## src/rtl/hw_multiplier.sv

```systemverilog
// hw_multiplier
//   Memory-mapped 16x16 multiplier with a 32-bit result and an optional
//   multiply-accumulate. The register window is 16 bytes at BASE. The product
//   is built by an iterative shift-add engine, one multiplier bit per cycle.
//
//   Build option: define HW_MULTIPLIER_MAC_EN to enable the MAC/MACS
//   registers (offsets 0x4/0x6) and the accumulate adder.
//
// Ports
//   clk      system clock, rising edge
//   rst      asynchronous reset, active high
//   MAB_in   address bus (MAB_in[3:1] selects the register, bit 0 ignored)
//   MDB_in   write data bus
//   MW       write strobe
//   BW       byte access (low byte only)
//   MDB_out  combinational read data, 0 when not hit
//   hit      address falls on a mapped register of this window
//   busy     a multiply is in progress
module hw_multiplier #(
    parameter logic [15:0] BASE = 16'h0130
) (
    input  logic        clk,
    input  logic        rst,
    input  logic [15:0] MAB_in,
    input  logic [15:0] MDB_in,
    input  logic        MW,
    input  logic        BW,
    output logic [15:0] MDB_out,
    output logic        hit,
    output logic        busy
);

    typedef enum logic [1:0] {S_IDLE = 2'd0, S_CALC = 2'd1, S_DONE = 2'd2} state_t;

    state_t      r_state, w_next;
    logic [15:0] r_op1, r_op2, r_sumext;
    logic [1:0]  r_mode, r_wmode;
    logic [31:0] r_res, r_acc, r_mcand;
    logic [15:0] r_mplier;
    logic [3:0]  r_cnt;
    logic        r_neg;

    logic [2:0]  w_off;
    logic        w_mapped, w_wr, w_op1_wr, w_op2_wr, w_reslo_wr, w_reshi_wr;
    logic [15:0] w_op1_data, w_op2_data, w_res_data, w_op1_mag, w_op2_mag;
    logic [31:0] w_prod, w_res_next;
    logic [15:0] w_sumext_next;
    logic        w_unused;

    assign w_unused = MAB_in[0];
    assign w_off    = MAB_in[3:1];

`ifdef HW_MULTIPLIER_MAC_EN
    assign w_mapped = 1'b1;
`else
    assign w_mapped = (w_off != 3'd2) && (w_off != 3'd3);
`endif

    assign hit        = (MAB_in[15:4] == BASE[15:4]) && w_mapped;
    assign w_wr       = MW && hit;
    assign w_op1_wr   = w_wr && !w_off[2];
    assign w_op2_wr   = w_wr && (w_off == 3'd4);
    // Result preload is only allowed while the engine is idle.
    assign w_reslo_wr = w_wr && (w_off == 3'd5) && (r_state == S_IDLE);
    assign w_reshi_wr = w_wr && (w_off == 3'd6) && (r_state == S_IDLE);

    // Byte writes: offset bit 0 (MPYS/MACS) selects sign extension for OP1;
    // OP2 follows the currently latched mode.
    assign w_op1_data = !BW ? MDB_in :
                        (w_off[0] ? {{8{MDB_in[7]}}, MDB_in[7:0]} : {8'h00, MDB_in[7:0]});
    assign w_op2_data = !BW ? MDB_in :
                        (r_mode[0] ? {{8{MDB_in[7]}}, MDB_in[7:0]} : {8'h00, MDB_in[7:0]});
    assign w_res_data = BW ? {8'h00, MDB_in[7:0]} : MDB_in;

    // Signed modes run the engine on magnitudes; the sign is restored in DONE.
    assign w_op1_mag = (r_mode[0] && r_op1[15]) ? (16'd0 - r_op1) : r_op1;
    assign w_op2_mag = (r_mode[0] && w_op2_data[15]) ? (16'd0 - w_op2_data) : w_op2_data;
    assign w_prod    = r_neg ? (32'd0 - r_acc) : r_acc;

    // FSM: state register
    always_ff @(posedge clk or posedge rst) begin
        if (rst) r_state <= S_IDLE;
        else     r_state <= w_next;
    end

    // FSM: next state. An OP2 write always (re)starts CALC.
    always_comb begin
        w_next = r_state;
        case (r_state)
            S_IDLE:  if (w_op2_wr) w_next = S_CALC;
            S_CALC:  if (w_op2_wr) w_next = S_CALC;
                     else if (r_cnt == 4'd15) w_next = S_DONE;
            S_DONE:  w_next = w_op2_wr ? S_CALC : S_IDLE;
            default: w_next = S_IDLE;
        endcase
    end

    // FSM: outputs
    always_comb begin
        busy = (r_state != S_IDLE);
    end

    // Final result and SUMEXT by mode.
`ifdef HW_MULTIPLIER_MAC_EN
    logic [32:0] w_sum;
    assign w_sum = {1'b0, r_res} + {1'b0, w_prod};
`endif
    always_comb begin
        w_res_next    = w_prod;
        w_sumext_next = 16'h0000;
        case (r_wmode)
            2'd1: w_sumext_next = w_prod[31] ? 16'hFFFF : 16'h0000;
`ifdef HW_MULTIPLIER_MAC_EN
            2'd2: begin
                w_res_next    = w_sum[31:0];
                w_sumext_next = {15'd0, w_sum[32]};
            end
            2'd3: begin
                w_res_next    = w_sum[31:0];
                w_sumext_next = w_sum[31] ? 16'hFFFF : 16'h0000;
            end
`endif
            default: ;
        endcase
    end

    always_ff @(posedge clk or posedge rst) begin
        if (rst) begin
            r_op1    <= '0;
            r_op2    <= '0;
            r_mode   <= '0;
            r_wmode  <= '0;
            r_res    <= '0;
            r_sumext <= '0;
            r_acc    <= '0;
            r_mcand  <= '0;
            r_mplier <= '0;
            r_cnt    <= '0;
            r_neg    <= 1'b0;
        end else begin
            if (w_op1_wr) begin
                r_op1  <= w_op1_data;
                r_mode <= w_off[1:0];
            end
            if (w_op2_wr) begin
                // Capture working copies; discards any operation in flight.
                r_op2    <= w_op2_data;
                r_wmode  <= r_mode;
                r_mcand  <= {16'd0, w_op1_mag};
                r_mplier <= w_op2_mag;
                r_neg    <= r_mode[0] && (r_op1[15] ^ w_op2_data[15]);
                r_acc    <= '0;
                r_cnt    <= '0;
            end else if (r_state == S_CALC) begin
                if (r_mplier[0]) r_acc <= r_acc + r_mcand;
                r_mcand  <= r_mcand << 1;
                r_mplier <= r_mplier >> 1;
                r_cnt    <= r_cnt + 4'd1;
            end
            if (r_state == S_DONE) begin
                r_res    <= w_res_next;
                r_sumext <= w_sumext_next;
            end
            if (w_reslo_wr) r_res[15:0]  <= w_res_data;
            if (w_reshi_wr) r_res[31:16] <= w_res_data;
        end
    end

    always_comb begin
        MDB_out = 16'h0000;
        if (hit) begin
            case (w_off)
                3'd4:    MDB_out = r_op2;
                3'd5:    MDB_out = r_res[15:0];
                3'd6:    MDB_out = r_res[31:16];
                3'd7:    MDB_out = r_sumext;
                default: MDB_out = r_op1;
            endcase
        end
    end

endmodule
```

## config.mk

```make
export PLATFORM = sky130hd
export DESIGN_NAME = hw_multiplier
export DESIGN_NICKNAME = d
export VERILOG_FILES = /design/src/rtl/hw_multiplier.sv
export SDC_FILE = /design/constraint.sdc
export NUM_CORES = 1
export LEC_CHECK = 0
export BUFFER_PORTS_ARGS = -buffer_cell sky130_fd_sc_hd__buf_2
export CORE_MARGIN = 10
export CORE_UTILIZATION = 25
export CTS_CLUSTER_DIAMETER = 40
export DETAILED_ROUTE_END_ITERATION = 12
export GPL_ROUTABILITY_DRIVEN = 0
export PLACE_DENSITY = 0.48
export SLEW_MARGIN = 20
export SYNTH_ARGS = -nofsm -noshare
export SYNTH_HDL_FRONTEND = slang
export SYNTH_SLANG_ARGS = --single-unit
```

## constraint.sdc

```tcl
create_clock -name clk -period 5.98 [get_ports clk]
set_input_delay 1.495 -clock clk [delete_from_list [all_inputs] [get_ports clk]]
set_output_delay 1.495 -clock clk [all_outputs]
set_load 0.01 [all_outputs]
```

==> impl_metrics.py, run 1 <==
metrics = {
    "status": {
        "run_status": "complete, no violations",
    },
    "synth": {
        "yosys.area_share.xor_xnor_pct": 7.01,
        "compound_gate_portion_of_the_synthesized_area_pct": 21.9,
        "synth_top_flop_cell": "sky130_fd_sc_hd__dfrtp_1",
        "ys.warnings.count": 0,
        "synth_fp_nets": 1250,
        "synth-edff-count": 0,
        "register_bit_count_reported_by_yosys": 156,
        "post_synth_inst_count": 1178,
        "seq_area_frac_synth_pct": 40.0,
        "synth_top_family_by_area": "compound AO/OA/AOI/OAI gates",
        "synth_simple_gate_area_share_pct": 21.3,
        "muxShareOfSynthArea_pct": 1.40,
        "synth_adder_area_share_pct": 4.70,
        "synth_async_reset_ratio_pct": 100,
        "mappedNetlistArea_um2": 9750,
        "yosysUniqueCellTypes": 63,
        "synth.avg_cell_area_um2": 8.28,
    },
    "sta": {
        "setup_viol_count_final": 0,
        "post-route-period-util_pct": 78.4,
        "setup-tns-final_ns": 0,
        "finalClockSkew_ns": 0.0129,
        "finalMaxSlewViolations": 0,
        "maxClockFrequency_mhz": 213,
        "final.hold.worst_slack_ns": 0.490,
        "hold_viol": 0,
        "min_period_ns": 4.69,
        "max_slew_margin_pct": 33.3,
        "grt_setup_unrepaired": "no",
        "max_slew.worst_pin.slew_ns": 1.00,
    },
    "routing": {
        "detailedRoute.firstIterationViolations": 817,
        "final_antenna_net_count": 0,
        "number_of_design_rule_violations_left_after_detail_routing": 0,
        "route.vias.total": 8670,
        "drt_pre_antenna_iters": 5,
        "routed_wirelength_mm": 31.5,
        "wl_met1_mm": 15.3,
        "met3_wire_length_mm": 1.51,
        "vias_per_cell": 5.01,
        "wl_per_cell_um": 18.2,
        "topRoutingLayerUsed": "met4",
        "detailroute.wirelength.met2_mm": 14.1,
    },
    "clock_tree": {
        "clock_tree.htree_level_count": 4,
        "cts-root-buf": "sky130_fd_sc_hd__clkbuf_16",
        "post_cts_hold_buffer_count": 0,
        "post_cts_resize_count": 0,
        "cts_buffers": 17,
        "clk_path_buf_depth": 2,
        "worst_skew_pair.late_latency_ns": 0.44,
        "clock_transition_time_at_the_flip_flop_clock_pins_of_the_worst_setup_and_hold_paths_ns": 0.07,
        "tritoncts": "built",
        "cts.sinks": 156,
        "cts_setup_buffers": 0,
    },
    "power": {
        "cellLeakagePower_nw": 4.69,
        "fin_total_pwr_mw": 2.25,
        "power.density_cell_area_nw_per_um2": 201,
        "ir_drop_uv": 199,
    },
    "floorplanning": {
        "die_h_um": 218,
        "floorplan.rows": 72,
        "pin_count": 54,
        "die_x_um": 218,
        "floorplan_core_area_um2": 38600,
        "floorplan.initialDensity_pct": 25.2,
        "die-area_um2": 47300,
    },
    "finish": {
        "diodes": 0,
        "post_layout_nonfiller_instances": 1729,
        "finalNetCount": 1270,
        "synthToLayoutAreaGrowth_pct": 14.4,
        "final_layout_size_suffix_gt1_share_pct": 10.7,
        "fillerInstances": 4151,
    },
    "run": {
        "max_cap_violations": 0,
    },
    "critical_path": {
        "critical-path-slowest-cell": "sky130_fd_sc_hd__a311oi_1",
        "cp_cell_sequence": "buf_2, inv_1, nor3_2, buf_4, a22oi_1, a311oi_1, buf_2",
        "critical_path_required_ns": 4.49,
        "arrival_ns": 3.20,
        "worstSetupPathType": "input port to output pin",
        "timing.critical_path.mode_cell": "sky130_fd_sc_hd__buf_2",
        "crit_path_end_kind": "output pin",
        "crit_path_max_fanout": 20,
        "cpPeakStageDelay_ns": 0.38,
        "startpoint_type": "input port",
    },
    "placement": {
        "dp.cells": 1697,
        "dp_hpwl_mm": 23.0,
        "portBuffers": 52,
    },
    "worst_hold_path": {
        "hp-class": "register to register",
    },
    "global_routing": {
        "aggregate_global_routing_overflow": 0,
        "first_global_vias": 8496,
        "grt_pass1_wl_mm": 50.3,
        "gr-usage-all-layers_pct": 13.4,
        "pin_count_of_the_biggest_net_entering_global_routing": 85,
        "antenna_found_initial": 0,
    },
}
-- registers in the layout, indices dropped and copies added (netlist names) --
signal / count
r_mplier: 16
r_wmode: 2
r_acc: 32
r_op1: 16
r_mode: 2
r_res: 32
r_mcand: 32
r_state: 2
r_sumext: 1
r_cnt: 4
r_neg: 1
r_op2: 16
-- per-stage QoR --
stage          util [%]  instance area [µm²]  worst slack (ns)
2_1_floorplan         -                 9750             0.278
3_3_place_gp       27.4                10600              1.34
3_5_place_dp       27.4                10600              1.33
4_1_cts            28.9                11200              1.32
5_1_grt            28.9                11200              1.15
6_report           28.9                11200              1.29
-- critical path: cells and delay by family --
| family | cells | cell delay, ns |
|---|---|---|
| buf+inv | 4 | 0.94 |
| simple gates | 1 | 0.24 |
| compound gates | 2 | 0.51 |
-- synthesized netlist by cell type, drive strengths merged, types with 23 or more instances --
cell type / n / area (µm²)
inv: 23 / 86.3
a21oi: 94 / 470
xor2: 50 / 438
xnor2: 28 / 245
ha: 35 / 438
dfrtp: 156 / 3900
nor2: 112 / 420
o21ai: 63 / 315
nand2: 242 / 908
a31oi: 48 / 300
clkbuf: 70 / 263
a22oi: 24 / 180
-- power breakdown --
group	switching (mW)	leakage [nW]	internal, mW	total (mW)
clock network	0.489	0.268	0.580	1.07
registers	0.00227	1.63	1.06	1.06
logic	0.0867	2.79	0.0326	0.119
-- per-layer routing --
metal / up-vias / global-route usage [%]
met5: - / 0
met4: 0 / 3.92
met3: 36 / 2.64
met2: 207 / 20.6
met1: 4192 / 18.5
li1: 4235 / -
-- worst paths after layout --
path / from / to / slack [ns] / cells past startpoint
max reg2reg: r_acc[1] / r_acc[31] / 2.77 / 9
max: MAB_in[3] / MDB_out[9] / 1.29 / 7
min in group asynchronous: rst / r_mcand[2] / 1.19 / 2
min: r_op2[7] / r_op2[7] / 0.49 / 2
min reg2reg: r_op2[7] / r_op2[7] / 0.49 / 2
max in group asynchronous: rst / r_acc[8] / 3.76 / 3
-- area by class of cell --
class	instances	area, µm²	share of cell area [%]
Clock buffer	18	429	3.85
Clock inverter	14	136	1.22
Inverter	23	91.3	0.819
Multi-Input combinational cell	927	5530	49.5
Sequential cell	156	3900	35.0
Tap cell	518	648	5.81
Timing Repair Buffer	73	418	3.75
-- kinds of logic after synthesis --
group	count (synthesis)
muxes	13
xor gates and xnor gates	78
adders and majority gates	36
buffers and inverters	95
DFF	156
AOI/OAI and AO/OA	332
and+or+nand+nor	468
-- cell usage in the layout, fill, tap and decap left out, types with 7 or more instances in the layout --
cell                          n
sky130_fd_sc_hd__mux2i_1      8
sky130_fd_sc_hd__o21ai_0     61
sky130_fd_sc_hd__a21oi_1     94
sky130_fd_sc_hd__o221ai_1     7
sky130_fd_sc_hd__ha_1        35
sky130_fd_sc_hd__xor2_1      50
sky130_fd_sc_hd__nand2_1    242
sky130_fd_sc_hd__dfrtp_1    156
sky130_fd_sc_hd__o21bai_1     7
sky130_fd_sc_hd__nand2b_1    13
sky130_fd_sc_hd__buf_2       52
sky130_fd_sc_hd__buf_4       21
sky130_fd_sc_hd__a21o_1       9
sky130_fd_sc_hd__a31oi_1     48
sky130_fd_sc_hd__clkbuf_16   17
sky130_fd_sc_hd__xnor2_1     28
sky130_fd_sc_hd__nor3_1      14
sky130_fd_sc_hd__nand3_1     16
sky130_fd_sc_hd__or3_1        7
sky130_fd_sc_hd__o31ai_1     17
sky130_fd_sc_hd__inv_1       22
sky130_fd_sc_hd__a22oi_1     24
sky130_fd_sc_hd__nor2_1     111
sky130_fd_sc_hd__a211oi_1    10
sky130_fd_sc_hd__and3_1      16
sky130_fd_sc_hd__a311oi_1    17
Note: power is estimated with default switching activity, not from simulation.
==> inputs of run 2 (changes only) <==
ABC_AREA = 1   (was not set)
PLACE_DENSITY = 0.46   (was 0.48)
clock period = 4.75 ns   (was 5.98 ns; I/O delays follow)
==> run 2 against run 1 <==
First-iteration DRC count grew 13%. Non-clock buffer count shrank 4. Critical path depth is the same. Clock power grew 31%. Register-to-register slack lost 0.53 ns. Clock skew shrank 0.0017 ns. Final cell count grew 34%. Combinational power shrank 4%. Cell area grew 11%. Synthesized cell count grew 42%.
==> impl_metrics.py, run 2 <==
metrics = {
    "status": {
        "run_status": "complete, no violations",
    },
    "critical_path": {
        "critical-path-slowest-cell": "sky130_fd_sc_hd__clkinv_1",
        "critPathBufInv": 4,
        "critical_path_required_ns": 3.56,
        "crit_path_end_kind": "output pin",
        "arrival_ns": 2.86,
        "worstSetupPathType": "input port to output pin",
        "startpoint_type": "input port",
        "cp_cell_sequence": "buf_2, buf_4, nand2_1, clkinv_1, nand2_1, a41oi_1, buf_2",
        "crit_family": "buffers and inverters",
        "crit_path_max_fanout": 18,
        "cpPeakStageDelay_ns": 0.53,
    },
    "power": {
        "p_sw_share_pct": 26.0,
        "total_switching_power_uw": 739,
        "pwr-share-comb_pct": 4.0,
        "ir_drop_uv": 216,
        "power.density_cell_area_nw_per_um2": 229,
        "seq_power_share_pct": 46.8,
        "cellLeakagePower_nw": 6.54,
        "cellInternalPower_mw": 2.10,
        "fin_total_pwr_mw": 2.84,
        "clock_power_share_pct": 49.2,
    },
    "floorplanning": {
        "pin_count": 54,
        "die_x_um": 229,
        "die_h_um": 229,
        "floorplan.rows": 76,
        "floorplan_core_area_um2": 43200,
        "floorplan.initialDensity_pct": 25.3,
        "die-area_um2": 52500,
    },
    "synth": {
        "seq_area_frac_synth_pct": 35.7,
        "yosysUniqueCellTypes": 39,
        "register_bit_count_reported_by_yosys": 156,
        "mappedNetlistArea_um2": 10900,
        "synth.avg_cell_area_um2": 6.52,
        "synth-edff-count": 0,
        "synth_fp_nets": 1749,
        "post-synth-top-area-cell": "sky130_fd_sc_hd__dfrtp_1",
        "post_synth_inst_count": 1677,
        "yosys.area.top_type_share_pct": 35.7,
        "yosys.cell_count.top_type": "sky130_fd_sc_hd__nand2_1",
        "synth_async_reset_ratio_pct": 100,
        "netlist_top_cells_count": "620 x sky130_fd_sc_hd__nand2_1, 241 x sky130_fd_sc_hd__inv_1, 180 x sky130_fd_sc_hd__nand3_1",
        "synth_area_leaders": "sky130_fd_sc_hd__dfrtp_1 36%, sky130_fd_sc_hd__nand2_1 21%, sky130_fd_sc_hd__inv_1 8.3%",
        "ys.warnings.count": 0,
        "synth_top_flop_cell": "sky130_fd_sc_hd__dfrtp_1",
    },
    "clock_tree": {
        "post_cts_hold_buffer_count": 0,
        "clock_tree.htree_level_count": 4,
        "cts_setup_buffers": 0,
        "tritoncts": "built",
        "cts-root-buf": "sky130_fd_sc_hd__clkbuf_16",
        "clk_path_buf_depth": 2,
        "cts.sinks": 156,
        "clock_transition_time_at_the_flip_flop_clock_pins_of_the_worst_setup_and_hold_paths_ns": 0.06,
        "worst_skew_pair.late_latency_ns": 0.46,
        "cts_buffers": 17,
        "post_cts_resize_count": 0,
    },
    "sta": {
        "hold_viol": 0,
        "setup_viol_count_final": 0,
        "post-route-period-util_pct": 85.2,
        "max_slew.worst_pin.slew_ns": 1.04,
        "setup-tns-final_ns": 0,
        "grt_setup_unrepaired": "no",
        "finalClockSkew_ns": 0.0113,
        "finalMaxSlewViolations": 0,
        "maxClockFrequency_mhz": 247,
        "min_period_ns": 4.05,
        "max_slew_margin_pct": 30.4,
    },
    "finish": {
        "diodes": 0,
        "synthToLayoutAreaGrowth_pct": 13.4,
        "layout.cells.most_common_list": "620 x sky130_fd_sc_hd__nand2_1, 239 x sky130_fd_sc_hd__inv_1, 180 x sky130_fd_sc_hd__nand3_1, 156 x sky130_fd_sc_hd__dfrtp_1, 111 x sky130_fd_sc_hd__nor2_1",
        "finalNetCount": 1789,
        "mostFrequentLayoutCell": "sky130_fd_sc_hd__nand2_1",
        "utilization_pct": 28.7,
        "reg.largest.list": "r_acc (32), r_mcand (32), r_res (32)",
        "final_area_um2": 12400,
        "final_layout_size_suffix_gt1_share_pct": 6.94,
    },
    "placement": {
        "placement.cell_area_um2": 11800,
        "dp_hpwl_mm": 30.2,
        "portBuffers": 52,
    },
    "global_routing": {
        "gr-usage-all-layers_pct": 14.9,
        "first_global_vias": 10400,
        "aggregate_global_routing_overflow": 0,
        "grt_pass1_wl_mm": 61.7,
        "pin_count_of_the_biggest_net_entering_global_routing": 100,
        "antenna_found_initial": 0,
    },
    "routing": {
        "number_of_design_rule_violations_left_after_detail_routing": 0,
        "vias_per_cell": 4.68,
        "route.vias.total": 10800,
        "drt_pre_antenna_iters": 5,
        "final_antenna_net_count": 0,
        "routed_wirelength_mm": 39.5,
        "detailedRoute.firstIterationViolations": 925,
        "wl_per_cell_um": 17.0,
    },
    "run": {
        "max_cap_violations": 0,
    },
    "worst_hold_path": {
        "hp-class": "register to register",
    },
}
## run 2: changes by cell type after synthesis, sizes merged, moves of 23 or more
cell and delta:
nand2 +381, inv +223, nand3 +163, a21oi -58, clkbuf -49, a31oi -47
o21ai +36, xor2 -34, buf +25, a22oi -23
## run 2: area by class of cell
class | instances | area (µm²)
inverter | 251 | 946
clock inverter | 13 | 133
fill | 4896 | 30800
clock buffer | 19 | 443
timing repair buffer | 69 | 400
tap | 585 | 732
multi-input combinational | 1222 | 5840
sequential | 156 | 3900
## run 2: logic make-up after synthesis
group,Yosys count,share of synthesized area (%)
and+or+nand+nor,958,36.4
DFF,156,35.7
buffers and inverters,299,10.9
AOI/OAI and AO/OA,201,10.6
adders and majority gates,36,4.19
xor gates and xnor gates,27,2.16
## run 2: metal layers
layer	routed length, µm	track usage [%]
met1	19100	20.1
met2	17900	24.0
met5	0	0
met4	814	4.20
met3	1660	2.71
## run 2: path summary, 6_finish.rpt
path	from	endpoint	slack, ns	depth (start not counted)
setup / recovery	MAB_in[3]	MDB_out[15]	0.70	7
hold / removal	r_mode[1]	r_mode[1]	0.46	2
setup reg to reg	r_acc[0]	r_acc[16]	2.24	11
hold reg to reg	r_mode[1]	r_mode[1]	0.46	2
max in group asynchronous	rst	r_acc[24]	3.17	3
min in group asynchronous	rst	r_cnt[0]	0.64	2
## run 2: worst register-to-register path: cells and delay by family, from the launching register on
family	cells	cell delay [ns]
AO/OA/AOI/OAI	1	0.08
adder cells (fa/ha/maj)	2	0.76
flip-flops	1	0.42
AND/OR/NAND/NOR	8	1.12
## run 2: through the flow
step / cells / setup slack (ns) / hold WS (ns)
3_5_place_dp: 2283 / 0.711 / 0.453
6_report: 2315 / 0.702 / 0.465
2_1_floorplan: 1677 / 1.22 / 0.436
3_3_place_gp: 2283 / 0.704 / 0.454
4_1_cts: 2315 / 0.707 / 0.469
5_1_grt: 2315 / 0.539 / 0.492
## run 2: power groups by stage
stage / clock network [mW] / logic [mW] / registers (mW)
final: 1.40 / 0.114 / 1.33
after CTS: 1.43 / 0.116 / 1.33
after detailed placement: 0 / 0.116 / 1.36
after global routing: 1.48 / 0.128 / 1.33
after global placement: 0 / 0.116 / 1.36
after floorplan: 0 / 0.0578 / 1.36
==> inputs of run 3 (changes only) <==
GPL_ROUTABILITY_DRIVEN = not set   (was 0)
clock period = 4.8 ns   (was 4.75 ns; I/O delays follow)
==> run 3 against run 2 <==
First-iteration DRC count shrank 1.2%. Largest cell class unchanged. Sequential cell count unchanged. Wire length increased by 1.4%. Via count is 0.89% higher. Clock power is 4% higher. Core utilization up 0.090 points. Sequential power about the same. Global-route usage increased by 0.13 points. Critical endpoint unchanged. Highest routed layer is now met5. Cell area rose by 0.31%. Critical path type unchanged.
==> impl_metrics.py, run 3 (synthesis gave the netlist of run 2 again) <==
metrics = {
    "status": {
        "run_status": "complete, no violations",
    },
    "global_routing": {
        "gr-usage-all-layers_pct": 15.1,
        "pin_count_of_the_biggest_net_entering_global_routing": 69,
        "grt_pass1_wl_mm": 61.9,
        "antenna_found_initial": 2,
        "aggregate_global_routing_overflow": 0,
        "first_global_vias": 10500,
    },
    "sta": {
        "grt_setup_unrepaired": "no",
        "final.hold.worst_slack_ns": 0.465,
        "max_slew.worst_pin.slew_ns": 1.07,
        "finalClockSkew_ns": 0.00864,
        "hold_viol": 0,
        "max_slew_margin_pct": 28.4,
        "finalMaxSlewViolations": 0,
        "setup_viol_count_final": 0,
        "post-route-period-util_pct": 86.9,
        "min_period_ns": 4.17,
        "maxClockFrequency_mhz": 240,
        "setup-tns-final_ns": 0,
    },
    "clock_tree": {
        "cts-root-buf": "sky130_fd_sc_hd__clkbuf_16",
        "post_cts_resize_count": 0,
        "post_cts_hold_buffer_count": 0,
        "worst_skew_pair.late_latency_ns": 0.45,
        "cts.sinks": 156,
        "clock_transition_time_at_the_flip_flop_clock_pins_of_the_worst_setup_and_hold_paths_ns": 0.06,
        "cts_buffers": 17,
        "tritoncts": "built",
        "clock_tree.htree_level_count": 4,
        "cts_setup_buffers": 0,
        "clk_path_buf_depth": 2,
    },
    "finish": {
        "reg.largest.list": "r_acc (32), r_mcand (32), r_res (32)",
        "finalNetCount": 1790,
        "fillerInstances": 4891,
        "diodes": 0,
        "final_layout_size_suffix_gt1_share_pct": 6.94,
        "synthToLayoutAreaGrowth_pct": 13.8,
        "final_area_um2": 12400,
        "mostFrequentLayoutCell": "sky130_fd_sc_hd__nand2_1",
        "layout.cells.most_common_list": "620 x sky130_fd_sc_hd__nand2_1, 239 x sky130_fd_sc_hd__inv_1, 180 x sky130_fd_sc_hd__nand3_1, 156 x sky130_fd_sc_hd__dfrtp_1, 111 x sky130_fd_sc_hd__nor2_1",
    },
    "placement": {
        "placement.cell_area_um2": 11800,
        "portBuffers": 52,
        "dp_hpwl_mm": 31.0,
        "gpl.final_weighted_congestion": 0.902,
    },
    "routing": {
        "vias_per_cell": 4.72,
        "wl_per_cell_um": 17.3,
        "detailedRoute.firstIterationViolations": 914,
        "number_of_design_rule_violations_left_after_detail_routing": 0,
        "drt_pre_antenna_iters": 5,
        "route.vias.total": 10900,
        "final_antenna_net_count": 0,
        "routed_wirelength_mm": 40.0,
    },
    "floorplanning": {
        "floorplan_core_area_um2": 43200,
        "die-area_um2": 52500,
        "die_x_um": 229,
        "floorplan.rows": 76,
        "floorplan.initialDensity_pct": 25.3,
        "die_h_um": 229,
        "pin_count": 54,
    },
    "critical_path": {
        "crit_path_end_kind": "output pin",
        "startpoint_type": "input port",
        "cpPeakStageDelay_ns": 0.55,
        "regToRegEndpoint": "r_acc[26]",
        "regToRegStartpoint": "r_state[0]",
        "arrival_ns": 2.97,
        "critical_path_required_ns": 3.60,
        "worstSetupStartpoint": "MAB_in[3]",
        "worstSetupPathType": "input port to output pin",
        "crit_path_max_fanout": 18,
        "cp_cell_sequence": "buf_2, buf_4, nand2_1, clkinv_1, nand2_1, a41oi_1, buf_2",
        "endpoint": "MDB_out[15]",
        "worst_r2r_path_depth": 8,
        "worst-r2r-setup-slack_ns": 2.23,
        "critical-path-slowest-cell": "sky130_fd_sc_hd__clkinv_1",
    },
    "power": {
        "ir_drop_uv": 177,
        "pwr-share-comb_pct": 4.0,
        "p_sw_share_pct": 24.7,
        "clock_power_share_pct": 50.5,
        "seq_power_share_pct": 45.5,
        "total_switching_power_uw": 715,
        "power.density_cell_area_nw_per_um2": 233,
        "cellLeakagePower_nw": 6.56,
        "cellInternalPower_mw": 2.18,
    },
    "worst_hold_path": {
        "hp-class": "register to register",
        "worst_hold_path.num_cells": 2,
        "worstHoldStart": "r_mode[1]",
    },
    "run": {
        "max_cap_violations": 0,
    },
}
==> run 3: changes by cell type in the layout (fill, tap and decap cells not counted), sizes merged <==
cell    before  now
inv        249  247
bufinv       1    3
clkinv      10    9
buf         69   70
==> run 3: metrics by stage <==
step                      utilization [%]  std cells  setup slack (ns)  power (mW)
after CTS                            28.8       2315             0.656        2.92
after global placement               27.4       2284             0.708        1.46
after detailed placement             27.4       2284             0.660        1.46
after global routing                 28.8       2315             0.518        2.98
after floorplan                         -       1677              1.25        1.40
final                                28.8       2315             0.630        2.89
==> run 3: how the worst min path moves through the flow <==
stage	end	slack (ns)
floorplan	r_mode[1]	0.44
global placement	r_mode[1]	0.45
detailed placement	r_mode[1]	0.46
CTS	r_mode[1]	0.47
global route	r_op2[9]	0.51
finish	r_mode[1]	0.47
==> run 3: area by class of cell <==
class                           count  area [µm²]  area share, %
Timing Repair Buffer               70         408           3.28
Inverter                          251         946           7.61
Sequential cell                   156        3900           31.4
Tap cell                          585         732           5.89
Clock buffer                       19         443           3.56
Multi-Input combinational cell   1222        5840           47.0
Clock inverter                     12         164           1.32
==> run 3: routing by layer <==
| metal | vias up | part of all wire, % | GRT usage [%] |
|---|---|---|---|
| met5 | - | 0.067 | 0 |
| met4 | 4 | 2.9 | 5.55 |
| met3 | 58 | 4.4 | 2.56 |
| met2 | 260 | 45 | 24.1 |
| met1 | 5183 | 47 | 20.0 |
| li1 | 5427 | - | - |
==> run 3: worst max-delay path: cells and delay by family <==
family	cells	cell delay [ns]
AOI/OAI and AO/OA	1	0.26
and+or+nand+nor	2	0.40
buffers and inverters	4	1.10
==> run 3: power groups by stage <==
| stage | clock, mW | combinational, mW | sequential, mW |
|---|---|---|---|
| 6_report | 1.46 | 0.116 | 1.32 |
| 5_1_grt | 1.54 | 0.128 | 1.32 |
| 4_1_cts | 1.49 | 0.118 | 1.32 |
| 3_5_place_dp | 0 | 0.117 | 1.34 |
| 3_3_place_gp | 0 | 0.118 | 1.34 |
| 2_1_floorplan | 0 | 0.0572 | 1.34 |
